--- src/rtl/mux_rr_scheduler_pkg.sv ---
// rtl/mux_rr_scheduler_pkg.sv - shared widths and state encoding for the round-robin mux scheduler
package mux_rr_scheduler_pkg;

    localparam int N_SRC = 8;
    localparam int SEL_W = 3;

    typedef enum logic {
        ST_IDLE  = 1'b0,
        ST_GRANT = 1'b1
    } state_t;

endpackage

--- src/rtl/mux_rr_scheduler_pick.sv ---
// rtl/mux_rr_scheduler_pick.sv - combinational rotating-priority picker
module rr_pick
    import mux_rr_scheduler_pkg::*;
(
    input  logic [N_SRC-1:0] req,
    input  logic [SEL_W-1:0] ptr,
    input  logic             excl_en,
    input  logic [SEL_W-1:0] excl_idx,
    output logic             found,
    output logic [SEL_W-1:0] idx
);

    logic [SEL_W-1:0] cand;

    // Scan from the farthest offset down so the candidate nearest ptr is kept last.
    always_comb begin
        found = 1'b0;
        idx   = '0;
        cand  = '0;
        for (int i = N_SRC - 1; i >= 0; i--) begin
            cand = ptr + SEL_W'(i);
            if (req[cand] && !(excl_en && (cand == excl_idx))) begin
                found = 1'b1;
                idx   = cand;
            end
        end
    end

endmodule

--- src/rtl/mux_rr_scheduler.sv ---
// rtl/mux_rr_scheduler.sv - round-robin owner of a shared 8-to-1 bit mux with bounded hold
module mux_rr_scheduler
    import mux_rr_scheduler_pkg::*;
#(
    parameter int MAX_HOLD = 16
) (
    input  logic             clk,
    input  logic             reset,
    input  logic [N_SRC-1:0] req,
    input  logic [N_SRC-1:0] in,
    output logic [N_SRC-1:0] grant,
    output logic [SEL_W-1:0] select,
    output logic             active,
    output logic             out,
    output logic             out_valid
);

    localparam int HW = (MAX_HOLD > 1) ? $clog2(MAX_HOLD) : 1;
    localparam logic [HW-1:0] HOLD_LAST = HW'(MAX_HOLD - 1);

    state_t           state, state_n;
    logic [SEL_W-1:0] sel_q, sel_n;
    logic [SEL_W-1:0] ptr, ptr_n;
    logic [HW-1:0]    hold_cnt, hold_n;
    logic             pick_found;
    logic [SEL_W-1:0] pick_idx;
    logic             take;

    // One picker serves both the idle pick and the handover pick; the owner is masked while granted.
    rr_pick u_pick (
        .req      (req),
        .ptr      (ptr),
        .excl_en  (state == ST_GRANT),
        .excl_idx (sel_q),
        .found    (pick_found),
        .idx      (pick_idx)
    );

    always_ff @(posedge clk) begin
        if (reset) begin
            state     <= ST_IDLE;
            sel_q     <= '0;
            ptr       <= '0;
            hold_cnt  <= '0;
            out       <= 1'b0;
            out_valid <= 1'b0;
        end else begin
            state     <= state_n;
            sel_q     <= sel_n;
            ptr       <= ptr_n;
            hold_cnt  <= hold_n;
            out       <= active ? in[sel_q] : 1'b0;
            out_valid <= active;
        end
    end

    // A release at the hold limit takes the release branch, so ptr advances only once.
    always_comb begin
        state_n = state;
        sel_n   = sel_q;
        ptr_n   = ptr;
        hold_n  = hold_cnt;
        take    = 1'b0;
        case (state)
            ST_IDLE: take = pick_found;
            ST_GRANT: begin
                if (!req[sel_q]) begin
                    take = pick_found;
                    if (!pick_found) begin
                        state_n = ST_IDLE;
                        hold_n  = '0;
                    end
                end else if (hold_cnt == HOLD_LAST) begin
                    take = pick_found;
                end else begin
                    hold_n = hold_cnt + HW'(1);
                end
            end
            default: state_n = ST_IDLE;
        endcase
        if (take) begin
            state_n = ST_GRANT;
            sel_n   = pick_idx;
            ptr_n   = pick_idx + SEL_W'(1);
            hold_n  = '0;
        end
    end

    always_comb begin
        active = (state == ST_GRANT);
        select = sel_q;
        grant  = active ? (N_SRC'(1) << sel_q) : '0;
    end

endmodule

--- config.mk ---
export PLATFORM = sky130hd
export DESIGN_NAME = mux_rr_scheduler
export DESIGN_NICKNAME = d
export VERILOG_FILES = /design/src/rtl/mux_rr_scheduler_pkg.sv /design/src/rtl/mux_rr_scheduler_pick.sv /design/src/rtl/mux_rr_scheduler.sv
export SDC_FILE = /design/constraint.sdc
export NUM_CORES = 1
export LEC_CHECK = 0
export BUFFER_PORTS_ARGS = -buffer_cell sky130_fd_sc_hd__buf_2
export CAP_MARGIN = 20
export CORE_AREA = 4 4 68 70
export DETAILED_ROUTE_END_ITERATION = 10
export DIE_AREA = 0 0 72 74
export PLACE_DENSITY_LB_ADDON = 0.05
export SLEW_MARGIN = 25
export SYNTH_ARGS = -nofsm -noshare
export SYNTH_HDL_FRONTEND = slang
export SYNTH_SLANG_ARGS = --single-unit
--- constraint.sdc ---
create_clock -name clk -period 8 [get_ports clk]
set_input_delay 1.2 -clock clk [delete_from_list [all_inputs] [get_ports clk]]
set_output_delay 1.2 -clock clk [all_outputs]
set_load 0.03 [all_outputs]
==> summary.txt <==
Outcome
  • Outcome: complete, no violations

Timing
  • Final setup violation count: 0
  • Worst Skew: 2.64 ps
  • Final hold violation count: 0
  • Slew HR: 0.366
  • Final period utilization: 0.491
  • WHS: 492 ps
  • Max Freq: 255 MHz
  • Setup TNS: 0 ps
  • Slew Limit Fails: 0
  • RSZ-0062 raised after global routing: no
  • Fin crit period: 3930 ps
  • Worst-Margin Slew: 949 ps

Clocking
  • Hold buffer count at cts: 0
  • H-tree depth: 1
  • Resized cells post-CTS: 0
  • Latest clock arrival within the worst-skew pair: 240 ps
  • CTS tree: yes
  • Post-CTS Setup Inserts: 0
  • Root buffer cell: clkbuf_8
  • Worst-path clk slew: 60 ps
  • # clock sinks: 13
  • Clock Path Buffers: 2
  • Number of CTS-inserted buffers: 3

Logic synthesis
  • Area leader, netlist: dfxtp_1
  • Dominant synthesized flop cell: dfxtp_1
  • Synth area leaders: dfxtp_1 (15%), mux4_2 (8.9%), mux4_1 (7.4%)
  • Synthesis warning total: 0
  • Yosys cell types: 57
  • Sequential fraction of the synthesis area: 0.146
  • Mapped Nets: 228
  • Post-Synthesis Cells: 206
  • Synthesized area per cell: 8.64 um^2
  • Post-synth EDFFs: 0
  • Ys async rst share: 0
  • Flops & latches, synth: 13
  • Cell Area, Synth: 1780 um^2
  • Post-synth top area share: 0.146

Detailed routing
  • Drt total wl: 4.99 mm
  • First drt pass iteration count: 4
  • First-iteration detailed-routing DRC count: 120
  • Vias: 1770
  • DRT antenna net count: 0
  • Vias per cell: 6.39
  • Routed len/inst: 18.0 um
  • Detailed-route DRC error count: 0

Floorplanning
  • Die X: 72 um
  • Io pins: 32
  • Vert. Die Dim: 74 um
  • Core area: 3970 um^2
  • Initial core utilization: 0.448
  • # rows: 23
  • Die area: 5330 um^2

Power
  • Maximum vdd ir drop: 0.000189 V
  • LEAKAGE: 0.000779 uW
  • Pwr Density: 440 nW/um^2

Cells and area
  • Antenna Cells: 0
  • Synth-to-Final Area Change: 11.3%
  • Commonest non-fill, non-tap cell in the layout: buf_2
  • Layout Nets: 250
  • Final instance area: 1980 um^2
  • Most frequent cells in the layout: buf_2 (31), nor2_1 (23), nand2_1 (14), dfxtp_1 (13), mux2i_1 (9)
  • Layout cells sized above 1: 0.238

Worst setup path
  • Worst Setup SP: ptr[0]$_SDFFE_PP0P_
  • Slowest stage delay, CP: 940 ps
  • CP Capture Type: flip-flop
  • Arr. time, crit path: 4060 ps
  • Slowest CP cell: dfxtp_1
  • Cell Chain, Critical Path: inv_1 -> ha_1 -> xor2_1 -> o311ai_0 -> o21a_1 -> and4_1 -> a21oi_1 -> nor2_1 -> a211oi_1
  • R2R Path Start: ptr[0]$_SDFFE_PP0P_
  • Crit Path Max Fanout: 23
  • Crit path kind: flip-flop to flip-flop
  • Worst path required time: 8140 ps
  • Startpoint Class: flip-flop

Hold path
  • Tightest Hold Check Type: flip-flop to flip-flop
  • Worst Hold Launch: hold_cnt[1]$_SDFFE_PP0P_

GRT
  • Total GRT Usage: 0.196
  • Antenna violations before repair: 0
  • Gr ovfl total: 0
  • Vias in the first global route: 1720
  • Global-route wire length before repair: 8.45 mm
  • Largest net degree at the start of global routing: 24

Placement
  • IO Port Bufs: 31
  • GP Congestion: 0.965
  • Placement Cell Area: 1930 um^2
  • Hpwl dp: 3.77 mm

Run
  • Max cap viols: 0
## metal layers
| layer | wire [um] | part of all wire | global-route usage |
|---|---|---|---|
| met4 | 56 | 0.011 | 0.0355 |
| met3 | 392 | 0.079 | 0.0459 |
| met5 | 0 | 0 | 0 |
| met1 | 2250 | 0.45 | 0.269 |
| met2 | 2290 | 0.46 | 0.318 |
## power breakdown
group | internal, uW | leakage, uW | switching [uW]
combinational | 293 | 0.000649 | 385
clock | 35.2 | 0.0000228 | 24.0
sequential | 79.1 | 0.000107 | 54.5
total | 407 | 0.000779 | 464
## state kept, by name, indices dropped and copies added, names as in the netlist
signal	cells
active	1
hold_cnt	4
out	1
out_valid	1
ptr	3
select	3
## critical path: cells and delay by family, from the launching register on
kind	cells	cell delay [ps]
AOI/OAI and AO/OA	4	1460
xor gates and xnor gates	1	430
adders and majority gates	1	530
buffers and inverters	1	100
DFF	1	940
and+or+nand+nor	2	330
## layout make-up
cell class,instances,area (um^2)
timing repair buffer,32,163
tap,50,62.6
inverter,5,18.8
fill,388,1990
multi-input combinational,173,1430
sequential,13,260
clock buffer,4,45.0
## cell families (layout without fill, tap and decap cells)
family,count (synthesis),count (layout),synth area share
and+or+nand+nor,73,73,0.210
buffers and inverters,20,41,0.0534
muxes,23,23,0.226
adders and majority gates,4,4,0.0281
AOI/OAI and AO/OA,60,60,0.264
DFF,13,13,0.146
xor gates and xnor gates,13,13,0.0724
## final timing paths
kind,to,slack (ps),depth (start not counted)
setup reg to reg,ptr[0]$_SDFFE_PP0P_,4070,9
hold / removal,hold_cnt[1]$_SDFFE_PP0P_,490,2
setup / recovery,ptr[0]$_SDFFE_PP0P_,4070,9
hold reg to reg,hold_cnt[1]$_SDFFE_PP0P_,490,2
## cell usage after synthesis, types with 2 or more instances
master and count:
nand2b_1 7, mux2i_1 9, a21oi_1 7, dfxtp_1 13, o311a_1 4, nor2_1 23, a211o_1 2, o311ai_0 5
a41oi_1 2, o22ai_1 2, or3_1 2, nand2_1 14, buf_2 7, a21boi_0 2, inv_1 5, clkbuf_1 3
and3_1 2, nor3_1 7, buf_1 3, mux4_1 5, nor2b_1 4, xnor2_1 6, nand3_1 4, xor2_1 6
and4_1 3, a211oi_1 4, o311ai_1 2, mux2_2 2, nand3b_1 2, mux4_2 7, o211ai_1 4, o31ai_1 6
o21ai_0 5, ha_1 4
## per-stage QoR
stage | total power (uW) | util | setup slack, ps | std cells
floorplan | 669 | - | 4730 | 206
global placement | 787 | 0.486 | 4320 | 273
detailed placement | 799 | 0.486 | 4150 | 273
CTS | 861 | 0.497 | 4150 | 277
global route | 946 | 0.499 | 3740 | 277
finish | 871 | 0.499 | 4070 | 277
Note: power is estimated with default switching activity, not from simulation.
